$ cat src/rtl/uram_update_ctrl.sv
// uram_update_ctrl: init / accumulate / sweep sequencer for the destination-vertex URAM stage.
module uram_update_ctrl #(
    parameter int ADDR_W = 16,
    parameter int DATA_W = 72,
    parameter int RD_LAT = 1
) (
    input  logic              clk,
    input  logic              rst,
    input  logic              start,
    input  logic [ADDR_W:0]   num_vertices,
    input  logic [DATA_W-1:0] init_val,
    input  logic              edge_valid,
    output logic              edge_ready,
    input  logic [ADDR_W-1:0] edge_dst,
    input  logic [DATA_W-1:0] edge_val,
    input  logic              edge_last,
    output logic [2:0]        ram_mode,
    output logic              ram_valid,
    output logic [ADDR_W-1:0] ram_addra,
    output logic [DATA_W-1:0] ram_dina,
    output logic [ADDR_W-1:0] ram_addrb,
    output logic [DATA_W-1:0] ram_dinb,
    input  logic [DATA_W-1:0] ram_douta,
    output logic              res_valid,
    output logic [ADDR_W-1:0] res_addr,
    output logic [DATA_W-1:0] res_data,
    output logic              res_last,
    output logic              busy,
    output logic              done
);
    localparam int CW = ADDR_W + 1;
    localparam logic [CW-1:0] ONE = 1;
    localparam logic [CW-1:0] TWO = 2;
    localparam logic [2:0] S_IDLE   = 3'd0;
    localparam logic [2:0] S_INIT   = 3'd1;
    localparam logic [2:0] S_UPDATE = 3'd2;
    localparam logic [2:0] S_DRAIN  = 3'd3;
    localparam logic [2:0] S_READ   = 3'd4;
    localparam logic [2:0] S_FLUSH  = 3'd5;
    localparam logic [2:0] S_DONE   = 3'd6;
    localparam logic [2:0] M_IDLE   = 3'b000;
    localparam logic [2:0] M_INIT   = 3'b001;
    localparam logic [2:0] M_UPD    = 3'b010;
    localparam logic [2:0] M_READ   = 3'b011;
    logic [2:0]        state;
    logic [CW-1:0]     n_q;
    logic [CW-1:0]     cnt;
    logic [DATA_W-1:0] init_q;
    logic              hz_v;
    logic [ADDR_W-1:0] hz_dst;
    logic [RD_LAT:0]   pv;
    logic [ADDR_W-1:0] pa [RD_LAT+1];
    logic              pl [RD_LAT+1];
    logic              hazard;
    logic              oor;
    logic [CW-1:0]     cnt_p1;
    logic              rd_last;
    // the RAM writes back one cycle after an update, so a repeat of the last dst must wait
    assign hazard     = edge_valid && hz_v && (edge_dst == hz_dst);
    assign edge_ready = (state == S_UPDATE) && !hazard;
    assign oor        = {1'b0, edge_dst} >= n_q;
    assign cnt_p1     = cnt + ONE;
    assign rd_last    = cnt_p1 == n_q;
    always_ff @(posedge clk or negedge rst) begin
        if (!rst) begin
            state     <= S_IDLE;
            n_q       <= '0;
            cnt       <= '0;
            init_q    <= '0;
            hz_v      <= 1'b0;
            hz_dst    <= '0;
            pv        <= '0;
            for (int k = 0; k <= RD_LAT; k++) begin
                pa[k] <= '0;
                pl[k] <= 1'b0;
            end
            ram_mode  <= M_IDLE;
            ram_valid <= 1'b0;
            ram_addra <= '0;
            ram_dina  <= '0;
            ram_addrb <= '0;
            ram_dinb  <= '0;
            res_valid <= 1'b0;
            res_addr  <= '0;
            res_data  <= '0;
            res_last  <= 1'b0;
            busy      <= 1'b0;
            done      <= 1'b0;
        end else begin
            ram_valid <= 1'b0;
            ram_mode  <= M_IDLE;
            done      <= 1'b0;
            pv        <= {pv[RD_LAT-1:0], 1'b0};
            for (int k = RD_LAT; k > 0; k--) begin
                pa[k] <= pa[k-1];
                pl[k] <= pl[k-1];
            end
            res_valid <= pv[RD_LAT];
            res_last  <= pv[RD_LAT] & pl[RD_LAT];
            res_addr  <= pa[RD_LAT];
            res_data  <= ram_douta;
            case (state)
                S_IDLE: if (start) begin
                    n_q    <= num_vertices;
                    init_q <= init_val;
                    busy   <= 1'b1;
                    cnt    <= '0;
                    hz_v   <= 1'b0;
                    state  <= (num_vertices == '0) ? S_DONE : S_INIT;
                end
                S_INIT: begin
                    ram_valid <= 1'b1;
                    ram_mode  <= M_INIT;
                    ram_addra <= cnt[ADDR_W-1:0];
                    ram_addrb <= (cnt_p1 < n_q) ? cnt_p1[ADDR_W-1:0] : cnt[ADDR_W-1:0];
                    ram_dina  <= init_q;
                    ram_dinb  <= init_q;
                    cnt       <= cnt + TWO;
                    state     <= (cnt + TWO >= n_q) ? S_UPDATE : S_INIT;
                end
                S_UPDATE: begin
                    ram_valid <= 1'b1;
                    hz_v      <= 1'b0;
                    if (edge_valid && edge_ready) begin
                        if (!oor) begin
                            ram_mode  <= M_UPD;
                            ram_addra <= edge_dst;
                            ram_dina  <= edge_val;
                            hz_v      <= 1'b1;
                            hz_dst    <= edge_dst;
                        end
                        if (edge_last) state <= S_DRAIN;
                    end
                end
                S_DRAIN: begin
                    ram_valid <= 1'b1;
                    cnt       <= '0;
                    state     <= S_READ;
                end
                S_READ: begin
                    ram_valid <= 1'b1;
                    ram_mode  <= M_READ;
                    ram_addra <= cnt[ADDR_W-1:0];
                    ram_addrb <= cnt[ADDR_W-1:0];
                    pv[0]     <= 1'b1;
                    pa[0]     <= cnt[ADDR_W-1:0];
                    pl[0]     <= rd_last;
                    cnt       <= cnt_p1;
                    state     <= rd_last ? S_FLUSH : S_READ;
                end
                S_FLUSH: state <= (pv == '0) ? S_DONE : S_FLUSH;
                S_DONE: begin
                    busy  <= 1'b0;
                    done  <= 1'b1;
                    state <= S_IDLE;
                end
                default: state <= S_IDLE;
            endcase
        end
    end
endmodule

$ cat config.mk
export PLATFORM = sky130hd
export DESIGN_NAME = uram_update_ctrl
export DESIGN_NICKNAME = d
export VERILOG_FILES = /design/src/rtl/uram_update_ctrl.sv
export SDC_FILE = /design/constraint.sdc
export NUM_CORES = 1
export LEC_CHECK = 0
export CORE_ASPECT_RATIO = 0.6
export CORE_MARGIN = 4
export CORE_UTILIZATION = 51
export DETAILED_ROUTE_END_ITERATION = 8
export GPL_ROUTABILITY_DRIVEN = 0
export PLACE_DENSITY = 0.86
export SYNTH_ARGS = -nofsm -noshare
export SYNTH_HDL_FRONTEND = slang
export SYNTH_SLANG_ARGS = --single-unit
$ cat constraint.sdc
create_clock -name clk -period 8.2 [get_ports clk]
set_input_delay 0.82 -clock clk [delete_from_list [all_inputs] [get_ports clk]]
set_output_delay 0.82 -clock clk [all_outputs]
set_load 0.02 [all_outputs]
==> results of run 1 <==
-- through the flow --
| step | power [mW] | area [sq um] |
|---|---|---|
| final | 4.85 | 24200 |
| after global routing | 5.02 | 24200 |
| after CTS | 4.87 | 24200 |
| after detailed placement | 2.97 | 22900 |
| after global placement | 2.94 | 22900 |
| after floorplan | 2.59 | 17300 |
-- area by class of cell --
class                      instances  area, sq um  share of cell area
timing repair buffer             539         5380               0.222
tap                              450          563              0.0232
multi-input combinational        833         5930               0.245
inverter                          47          176             0.00728
clock buffer                      59         1190              0.0493
clock inverter                    11          143             0.00589
sequential                       433        10800               0.447
antenna                            5         12.5            0.000516
-- power groups by stage --
stage,Combinational (mW),Clock (mW),Sequential [mW]
3_3_place_gp,0.562,0,2.38
5_1_grt,0.629,2.03,2.36
3_5_place_dp,0.579,0,2.39
2_1_floorplan,0.188,0,2.40
4_1_cts,0.583,1.94,2.35
6_report,0.587,1.91,2.35
-- worst paths after layout --
path	from	endpoint	slack (ns)
worst min-delay path	rst	pa[14]$_DFF_PN0_	0.33
worst min register to register	pa[2]$_DFF_PN0_	res_addr[2]$_DFF_PN0_	0.35
max in group asynchronous	rst	ram_dinb[10]$_DFFE_PN0P_	6.29
worst max register to register	cnt[0]$_DFFE_PN0P_	ram_addrb[15]$_DFFE_PN0P_	3.36
min in group clk	pa[2]$_DFF_PN0_	res_addr[2]$_DFF_PN0_	0.35
worst max-delay path	cnt[0]$_DFFE_PN0P_	ram_addrb[15]$_DFFE_PN0P_	3.36
-- cell families (layout without fill, tap and decap cells) --
kind of cell	count (synthesis)	count (layout)	share of synthesized area
adders and majority gates	52	52	0.0377
buffers and inverters	129	656	0.0307
other	1	6	0.000217
muxes	74	74	0.0482
DFF	433	433	0.628
and+or+nand+nor	338	338	0.0954
AOI/OAI and AO/OA	310	310	0.131
xor gates and xnor gates	58	58	0.0294
-- state kept, by name, indices dropped and copies added, names as in the netlist, 17 cells and up --
signal / flops
init_q: 72
ram_dina: 72
ram_dinb: 72
res_data: 72
pa: 32
cnt: 17
n_q: 17
-- cells in the final DEF (no fill, tap or decap), types with 6 or more instances in the layout --
| cell type | instances |
|---|---|
| a21o_1 | 81 |
| dfrtp_1 | 433 |
| nand2b_1 | 6 |
| and2_1 | 74 |
| a22oi_1 | 7 |
| clkdlybuf4s50_1 | 524 |
| clkbuf_16 | 41 |
| mux2_2 | 73 |
| nor4_1 | 17 |
| xor2_1 | 26 |
| a221o_1 | 75 |
| clkbuf_8 | 10 |
| ha_1 | 52 |
| nand2_1 | 148 |
| o21ai_1 | 16 |
| nand4_1 | 8 |
| buf_4 | 13 |
| a31oi_1 | 6 |
| clkbuf_1 | 8 |
| o211ai_1 | 16 |
| xnor2_1 | 32 |
| a21oi_1 | 28 |
| o21ai_0 | 60 |
| nand3_1 | 13 |
| nor3_1 | 6 |
| nor2_1 | 37 |
| inv_1 | 45 |
-- layer usage --
metal / vias up / share of wire / track usage
li1: 5928 / - / -
met1: 6839 / 0.39 / 0.403
met2: 774 / 0.47 / 0.467
met3: 115 / 0.12 / 0.103
met4: 6 / 0.023 / 0.0706
met5: - / 0.00073 / 0
-- critical path: stages, from the launching register on --
cell and delay (ns):
dfrtp_1 0.66, ha_1 0.33, nand3_1 0.25, nor2_1 0.35, nand3_1 0.43, nor2_1 0.35, xor2_1 0.11, ha_1 0.32
a21o_1 0.13, a21o_1 0.11, a21oi_1 0.06, nor2_1 0.67, nor2_1 0.34, and3_1 0.26, or3_1 0.34
==> flow_metrics.tcl, run 1 <==
set metrics [dict create \
    status "completed" \
    dp_cells 2302 \
    power_density_nw_per_um2 200 \
    finalCritPeriodShare 0.591 \
    skew_ns 0.0164 \
    drc 0 \
    tightest_slew_ns 1.07 \
    synth_cell_type_count 52 \
    tns_ns 0 \
    grt_setup_unrepaired "false" \
    dr.first_iter.drc_count 1334 \
    arrival_ns 5.25 \
    htreeDepth 2 \
    power_frac_comb 0.121 \
    wl_per_cell_microns 23.7 \
    setup_ws_ns 3.36 \
    synth_nets 1701 \
    synth_top_area_cell "dfrtp_1" \
    synthTopCellsByArea "dfrtp_1, mux2_2, a221o_1" \
    ff2ff_path_depth 14 \
    die_y_microns 151 \
    grt_max_degree 172 \
    dp_hpwl_microns 40500 \
    path_clk_slew_ns 0.07 \
    nFillCells 2144 \
    worstPathMaxFanout 15 \
    start_kind "flip-flop" \
    grt_first_pass_wirelength_microns 84400 \
    grt_use_total 0.297 \
    drt_wl_total_microns 56200 \
    via_count 13662 \
    synth_common_cells "dfrtp_1, nand2_1, a21o_1" \
    ctsRootBufferMaster "clkbuf_16" \
    power.internal_mw 3.65 \
    seq_power_share 0.485 \
    switching_share 0.247 \
    clock_latency_ns 0.53 \
    synth_cells 1395 \
    post-route-min-period_ns 4.84 \
    viasPerCell 5.75 \
    seq_area_frac_synth 0.628 \
    cp.required_ns 8.61 \
    post-cts-setup-buffer-count 0 \
    synth_edf_count 0 \
    grt_pass1_vias 13944 \
    port_buffers 525 \
    cts_buffers 40 \
    fmax_mhz 206 \
    slew_violations 0 \
    ctsHoldBuffers 0 \
    report.final.setup_viol 0 \
    hold-worst-slack_ns 0.335 \
    ant_nets 0 \
    clk_path_buf_depth 3 \
    tritoncts "built" \
    die_x_microns 246 \
    hold_path.class "in -> async" \
    dp_worst_setup_slack_ns 3.50 \
    initial_utilization 0.524 \
    synth_area_sq_um 17300 \
    avgSynthCellArea_sq_um 12.4 \
    ys_ff_latch 433 \
    hold_viol_final 0 \
    ys.flop_type "dfrtp_1" \
    netlist.area_leader.share 0.628 \
    overflow 0 \
    area_growth_pct 40.3 \
    layout.cells.non_filler 2377 \
    path_class "reg -> reg" \
    synth_most_common_cell "dfrtp_1" \
    die_area_sq_um 37000 \
    antenna_found_initial 7 \
    num_io_pins 527 \
    cap_violations 0 \
    final_net_count 2200 \
    p_sw_mw 1.20 \
    critPathCaptureType "flip-flop" \
    core-area_sq_um 32900 \
    postLayoutCoreUtil 0.736 \
    vdd_drop_max_mv 0.184 \
    leakage_nw 11.5 \
    cts_resized 0 \
    async_flop_share 1.00 \
    rows 51 \
    cts_sinks 433 \
    p_clk_frac 0.394 \
    drive_gt1_frac 0.0817 \
    max_slew_margin 0.285 \
    yosys_warnings 0 \
    detailedRoute.firstPassIterationCount 8 \
]
No activity file was read; power rests on OpenSTA's default activity.
==> run 2: changes to the inputs <==
- CORE_UTILIZATION: 51 -> 47
- PLACE_DENSITY: 0.86 -> 0.8
- clock period: 8.2 -> 4.9 ns (I/O delays scaled with it)
==> flow_metrics.tcl, run 2 (same netlist as run 1, synthesis figures left out) <==
set metrics [dict create \
    die_y_microns 156 \
    tightest_slew_ns 0.977 \
    final_net_count 2204 \
    post-route-min-period_ns 4.09 \
    grt_max_degree 123 \
    r2r-start "cnt[2]$_DFFE_PN0P_" \
    max_slew_margin 0.348 \
    clk_path_buf_depth 3 \
    mostFrequentLayoutCells "clkdlybuf4s50_1, dfrtp_1, nand2_1, a21o_1, a221o_1" \
    cp_slowest_cell "nor2_1" \
    dpl-instance-area_sq_um 23000 \
    nFillCells 2597 \
    grt_setup_unrepaired "false" \
    grt_first_pass_wirelength_microns 81400 \
    core-area_sq_um 36300 \
    clock_latency_ns 0.54 \
    wl_per_cell_microns 22.2 \
    critPathMostFrequentCell "nor2_1" \
    tritoncts "built" \
    tns_ns 0 \
    area_growth_pct 40.9 \
    initial_utilization 0.476 \
    worstHoldPathCells 0 \
    path_clk_slew_ns 0.06 \
    cap_violations 0 \
    leakage_nw 11.5 \
    critPathCaptureType "flip-flop" \
    path_class "reg -> reg" \
    dp_worst_setup_slack_ns 0.977 \
    port_buffers 525 \
    ff2ff_path_depth 12 \
    drc 0 \
    layout.cells.non_filler 2404 \
    setup_ws_ns 0.807 \
    status "completed" \
    cp_cell_sequence "ha_1, and4_1, and3_1, nand2_1, nor2_1, xor2_1, ha_1, nand4_1, nor2_1, nor2_1, and3_1, or3_1" \
    cts_sinks 433 \
    cts_buffers 40 \
    finalCritPeriodShare 0.835 \
    slew_violations 0 \
    die_x_microns 255 \
    arrival_ns 4.51 \
    crit_start "cnt[2]$_DFFE_PN0P_" \
    postLayoutCoreUtil 0.670 \
    viasPerCell 5.55 \
    via_count 13332 \
    report.final.setup_viol 0 \
    detailedRoute.firstPassIterationCount 5 \
    worstHoldStart "pa[3]$_DFF_PN0_" \
    cp.required_ns 5.31 \
    ctsRootBufferMaster "clkbuf_16" \
    grt_use_total 0.260 \
    skew_ns 0.0262 \
    start_kind "flip-flop" \
    vdd_drop_max_mv 0.299 \
    finalPower_mw 8.08 \
    rows 54 \
    htreeDepth 2 \
    final_common_cell "clkdlybuf4s50_1" \
    hold_path.class "reg -> reg" \
    slowest_delay_ns 0.74 \
    worstPathMaxFanout 13 \
    antenna_found_initial 4 \
    drt_wl_total_microns 53300 \
    ant_nets 0 \
    num_io_pins 527 \
    dp_cells 2331 \
    hold-worst-slack_ns 0.336 \
    overflow 0 \
    post-cts-setup-buffer-count 0 \
    fmax_mhz 244 \
    drive_gt1_frac 0.0821 \
    dp_hpwl_microns 38600 \
    dr.first_iter.drc_count 1132 \
    power_density_nw_per_um2 332 \
    grt_pass1_vias 13741 \
    finalInstanceArea_sq_um 24300 \
    die_area_sq_um 40000 \
    hold_viol_final 0 \
]
[run 2: worst paths after layout]
check / endpoint / slack, ns
max: ram_addrb[15]$_DFFE_PN0P_ / 0.81
min: res_addr[3]$_DFF_PN0_ / 0.34
max reg2reg: ram_addrb[15]$_DFFE_PN0P_ / 0.81
min reg2reg: res_addr[3]$_DFF_PN0_ / 0.34
max in group asynchronous: init_q[35]$_DFFE_PN0P_ / 3.23
min in group asynchronous: res_data[19]$_DFF_PN0_ / 0.54
[run 2: worst max-delay path, delay by kind of cell (launching register included)]
kind / cells / cell delay, ns
adder cells (fa/ha/maj): 2 / 0.71
flip-flops: 1 / 0.51
AND/OR/NAND/NOR: 9 / 2.58
XOR/XNOR: 1 / 0.17
[run 2: cell type report]
type / instances / area, sq um / share of cell area
clock buffer: 59 / 1190 / 0.0491
tap: 476 / 596 / 0.0245
sequential: 433 / 10800 / 0.445
multi-input combinational: 833 / 5930 / 0.244
inverter: 47 / 176 / 0.00725
antenna: 3 / 7.51 / 0.000309
timing repair buffer: 543 / 5450 / 0.224
clock inverter: 10 / 141 / 0.00581
[run 2: repair_timing]
action	in CTS	in global routing
resized for setup	0	0
endpoints found under the hold margin	76	0
hold buffers	1	0
[run 2: layer usage]
layer  global-route usage  routed length [microns]  vias to the layer above
li1                     -                        -                     5907
met5                    0                       13                        -
met4               0.0693                     1390                        2
met2                0.401                    24200                      614
met1                0.361                    22200                     6715
met3               0.0856                     5470                       94
[run 2: where the power goes]
part,internal (mW),switching (mW),leakage [nW],total (mW)
Sequential,3.77,0.151,5.52,3.92
Clock,1.85,1.34,0.651,3.19
Combinational,0.497,0.481,5.33,0.978
==> run 3: changes to the inputs <==
- clock period: 4.9 -> 4.2 ns (I/O delays scaled with it)
==> flow_metrics.tcl, run 3 (same netlist as run 1, synthesis figures left out) <==
set metrics [dict create \
    cp_slowest_cell "dfrtp_1" \
    area_growth_pct 41.7 \
    hold_path.class "in -> reg" \
    initial_utilization 0.476 \
    skew_ns 0.0278 \
    cap_violations 0 \
    clk_path_buf_depth 3 \
    port_buffers 525 \
    num_io_pins 527 \
    tritoncts "built" \
    detailedRoute.firstPassIterationCount 6 \
    grt_max_degree 105 \
    slew_violations 0 \
    tns_ns 0 \
    grt_use_total 0.265 \
    crit_buf_inv 1 \
    cp.required_ns 4.60 \
    antenna_found_initial 5 \
    worstHoldEndpoint "res_data[68]$_DFF_PN0_" \
    postLayoutCoreUtil 0.674 \
    worstHoldPathCells 1 \
    drive_gt1_frac 0.0917 \
    met3_usage 0.0805 \
    grt.busiest_layer "met2" \
    leakage_nw 11.6 \
    ff2ff_path_depth 15 \
    die_x_microns 255 \
    dpl-instance-area_sq_um 23100 \
    arrival_ns 4.34 \
    max_slew_margin 0.342 \
    path_class "reg -> reg" \
    cts_sinks 433 \
    grt_pass1_vias 13893 \
    grt_first_pass_wirelength_microns 83100 \
    start_kind "flip-flop" \
    report.final.setup_viol 0 \
    rows 54 \
    die_y_microns 156 \
    critPathCaptureType "flip-flop" \
    grt.met1_usage 0.374 \
    via_count 13506 \
    met2_usage 0.400 \
    reg2reg_slack_ns 0.26 \
    status "completed" \
    reg2reg_to "ram_addrb[10]$_DFFE_PN0P_" \
    grt_setup_unrepaired "false" \
    worstPathMaxFanout 9 \
    drt_wl_total_microns 54100 \
    ctsRootBufferMaster "clkbuf_16" \
    overflow 0 \
    cp_cell_sequence "ha_1, nand3_1, nor2_1, nand3_2, nor2_1, xnor2_1, ha_1, a21oi_1, nor2b_1, o21ai_0, o2111ai_1, buf_4, nor4_1, xnor2_1, o21ai_0" \
    viasPerCell 5.58 \
    clock_latency_ns 0.54 \
    mostFrequentLayoutCells "clkdlybuf4s50_1, dfrtp_1, nand2_1, a21o_1, a221o_1" \
    htreeDepth 2 \
    hold_viol_final 0 \
    vdd_drop_max_mv 0.324 \
    post-route-min-period_ns 3.94 \
    dr.first_iter.drc_count 1410 \
    final_common_cell "clkdlybuf4s50_1" \
    fmax_mhz 253 \
    finalPower_mw 9.51 \
    r2r-start "cnt[1]$_DFFE_PN0P_" \
    ant_nets 0 \
    finalCritPeriodShare 0.939 \
    crit_start "cnt[1]$_DFFE_PN0P_" \
    die_area_sq_um 40000 \
    post-cts-setup-buffer-count 0 \
    path_clk_slew_ns 0.07 \
    power_density_nw_per_um2 389 \
    core-area_sq_um 36300 \
    wl_per_cell_microns 22.3 \
    slowest_delay_ns 0.44 \
    worstHoldStart "ram_douta[68]" \
    tightest_slew_ns 0.987 \
    final_net_count 2220 \
    finalInstanceArea_sq_um 24500 \
    cts_buffers 40 \
    crit_family "simple AND/OR/NAND/NOR gates" \
    drc 0 \
    dp_hpwl_microns 39200 \
    hold-worst-slack_ns 0.320 \
]
-- run 3: layout make-up --
class / count / area [sq um]
fillers: 2626 / 11800
inverters: 47 / 176
multi-input cells: 833 / 5930
well taps: 476 / 596
clock buffers: 59 / 1200
flip-flops and latches: 433 / 10800
repair buffers: 559 / 5580
clock inverters: 11 / 141
diodes: 3 / 7.51
-- run 3: metal layers --
metal	share of wire	up-vias
met2	0.44	695
met4	0.033	4
li1	-	5942
met5	0.00044	-
met1	0.42	6740
met3	0.10	125
-- run 3: power breakdown --
part	internal (mW)	switching [mW]	total [mW]
sequential	4.39	0.145	4.54
clock	2.17	1.59	3.76
combinational	0.606	0.606	1.21
total	7.17	2.34	9.51
-- run 3: how the worst max path moves through the flow --
stage                                            to  cells after the start
after floorplan           ram_addrb[15]$_DFFE_PN0P_                     14
after global placement    ram_addrb[15]$_DFFE_PN0P_                     13
after detailed placement  ram_addrb[10]$_DFFE_PN0P_                     15
after CTS                 ram_addrb[10]$_DFFE_PN0P_                     15
after global routing      ram_addrb[10]$_DFFE_PN0P_                     15
final                     ram_addrb[10]$_DFFE_PN0P_                     15
-- run 3: through the flow --
stage / std cells / setup WS, ns
3_3_place_gp: 2347 / 0.477
5_1_grt: 2420 / 0.0222
4_1_cts: 2418 / 0.232
6_report: 2421 / 0.255
3_5_place_dp: 2347 / 0.252
2_1_floorplan: 1395 / 0.733
-- run 3: timing repair --
action,4_1_cts,5_1_grt
setup endpoints to repair,0,12
gates resized for setup,0,1
hold endpoints to repair,91,0
hold buffers,1,0
==> edit, RTL diff (config.mk and constraints of run 2) <==
Take the reset off `res_data` and load it in a clocked block of its own.
--- a/src/rtl/uram_update_ctrl.sv
+++ b/src/rtl/uram_update_ctrl.sv
@@ -83,5 +83,4 @@
             res_valid <= 1'b0;
             res_addr  <= '0;
-            res_data  <= '0;
             res_last  <= 1'b0;
             busy      <= 1'b0;
@@ -99,5 +98,4 @@
             res_last  <= pv[RD_LAT] & pl[RD_LAT];
             res_addr  <= pa[RD_LAT];
-            res_data  <= ram_douta;
             case (state)
                 S_IDLE: if (start) begin
@@ -159,4 +157,8 @@
         end
     end
+
+    always_ff @(posedge clk) begin
+        res_data <= ram_douta;
+    end
 endmodule
 
Behaviour: not the same (a bounded check fails within 4 cycles, from zero or initial values and one cycle with rst low).
==> edit against run 2 <==
- setup slack worse by 0.29 ns
- maximum frequency down 6.6%
- global-route usage increased by 1.0 points
- wire length grew 1.5%
- total power up 0.47%
- sequential cell count unchanged
- non-clock buffer count is 1 higher
- synthesized area is 2.1% lower
- design area down 1.4%
- critical endpoint unchanged
- largest cell class unchanged
- largest power group unchanged
- highest routed layer unchanged
==> edit: results (changes against run 2) <==
.. list-table::
   :header-rows: 1

   * - Metric
     - Value
   * - Result of the run
     - completed
   * - Final Worst Setup Slack
     - 0.517 ns (-0.290 ns)
   * - Start point of the worst min-delay path
     - pa[3]
   * - Half-perimeter wire length after detailed placement
     - 39000 um (+0.95%)
   * - Count of flip-flops and latches
     - 433 (unchanged)
   * - Area taken by flip-flops and latches
     - 10500 um2 (-3.3%)
   * - Met2 wire length
     - 24000 um (-0.73%)
   * - Worst slack at placement
     - 0.634 ns (-0.343 ns)
   * - Arrival time of data at the critical path endpoint
     - 4.80 ns (+0.29 ns)
   * - NetSw
     - 2.02 mW (+2.4%)
   * - Wire length of the first global-routing pass
     - 82400 um (+1.2%)
   * - Vias per Instance
     - 5.54 (about the same)
   * - Fraction of final layout cells with drive strength greater than 1
     - 8.60% (+0.39 points)
   * - Filler instances
     - 2508 (-3.4%)
   * - Post-DP Area
     - 22600 um2 (-1.6%)
   * - Cells taking the most area after synthesis
     - dfrtp_1, dfxtp_1, mux2_2
   * - Static leakage power
     - 11.3 nW (-1.8%)
   * - Share of synthesized area spent on multiplexers
     - 4.92% (+0.10 points)
   * - Drt wl/cell
     - 22.5 um (+1.8%)
   * - Layout multi-input combinational cell count
     - 833 (unchanged)
   * - Commonest cells in the netlist
     - dfrtp_1, nand2_1, a21o_1
   * - Synthesized-area fraction occupied by ao, oa, aoi and oai cells
     - 13.4% (+0.28 points)
   * - Slew of the pin with the lowest slew margin
     - 1.10 ns (+0.125 ns)
   * - Post-synthesis adder-cell area fraction
     - 3.85% (+0.080 points)
   * - Non-Filler Instances
     - 2398 (-0.25%)
   * - Setup Skew
     - 0.0310 ns (+0.00475 ns)
   * - Count of plain and timing-repair buffers in the layout
     - 544 (+0.18%)
   * - Wire length on met3
     - 5460 um (-0.35%)
   * - Sequential share of cell area
     - 43.7% (-0.87 points)
   * - Worst IR drop on VDD
     - 0.360 mV (+20%)
   * - Metal1 wirelength
     - 22900 um (+3.1%)
   * - Antenna fix cells
     - 1 (-2)
   * - Initial DRC count
     - 1297 (+15%)
   * - Global Route Usage Sum
     - 27.0% (+1.0 points)
   * - Number of clock buffers in the layout
     - 61 (+3.4%)
   * - Number of distinct library cell variants in the gate-level netlist after synthesis
     - 53 (+1.9%)
   * - Net count, final
     - 2206 (+0.091%)
   * - Vias in the first global route
     - 13600 (-1.0%)
   * - Number of buffers created by CTS
     - 41 (+2.5%)
   * - Async set-or-reset flop fraction in the synthesized netlist
     - 83.4% (-17 points)
   * - Post-CTS setup-driven buffer insertion count
     - 0 (unchanged)
   * - Post-synthesis sequential area ratio
     - 62.0% (-0.79 points)
   * - Fraction of standard cell area in multi-input logic
     - 24.7% (+0.36 points)
   * - XOR/XNOR Fraction of Synth Area
     - 3.00% (+0.063 points)
   * - Clock network area share
     - 5.73% (+0.23 points)
   * - Dpl cells
     - 2323 (-0.34%)
   * - Core region area
     - 35200 um2 (-2.9%)
   * - Maximum fanout encountered on the critical timing path
     - 15 (+2)
   * - Largest net degree at the start of global routing
     - 117 (-4.9%)
   * - Initial DRT Pass Iterations
     - 6 (+1)
[edit: cell count changes in the layout (fill, tap and decap cells not counted), moves of 2 or more]
cell	run 2	this run
dfxtp_1	0	72
bufinv_16	3	1
inv_6	0	2
diode_2	3	1
clkbuf_1	9	6
buf_4	13	15
dfrtp_1	433	361
clkbuf_8	8	12
[edit: how the worst max path moves through the flow]
stage	depth (start not counted)	start	endpoint
2_1_floorplan	14	cnt[1]	ram_addrb[15]
3_3_place_gp	15	cnt[0]	ram_addrb[15]
3_5_place_dp	15	cnt[0]	ram_addrb[15]
4_1_cts	15	cnt[0]	ram_addrb[15]
5_1_grt	15	cnt[0]	ram_addrb[15]
6_report	15	cnt[0]	ram_addrb[15]
[edit: power groups by stage]
stage / registers, mW / clock network, mW / logic (mW)
4_1_cts: 3.91 / 3.30 / 0.965
3_5_place_dp: 3.98 / 0 / 0.958
5_1_grt: 3.94 / 3.45 / 1.04
3_3_place_gp: 3.97 / 0 / 0.929
2_1_floorplan: 4.01 / 0 / 0.315
6_report: 3.92 / 3.24 / 0.968
[edit: per-layer routing]
metal | GRT usage [%] | vias up
met4 | 8.19 | 6
li1 | - | 5920
met2 | 40.2 | 646
met3 | 8.64 | 113
met1 | 38.3 | 6610
met5 | 0 | -
[edit: repair_timing]
action / 4_1_cts / 5_1_grt
resized for setup: 0 / 0
hold buffers: 1 / 0
endpoints found under the hold margin: 31 / 0
[edit: logic make-up after synthesis]
family                     count (synthesis)
muxes                                     74
adders and majority gates                 52
and+or+nand+nor                          338
DFF                                      433
xor gates and xnor gates                  58
buffers and inverters                    129
AOI/OAI and AO/OA                        310
other                                      1
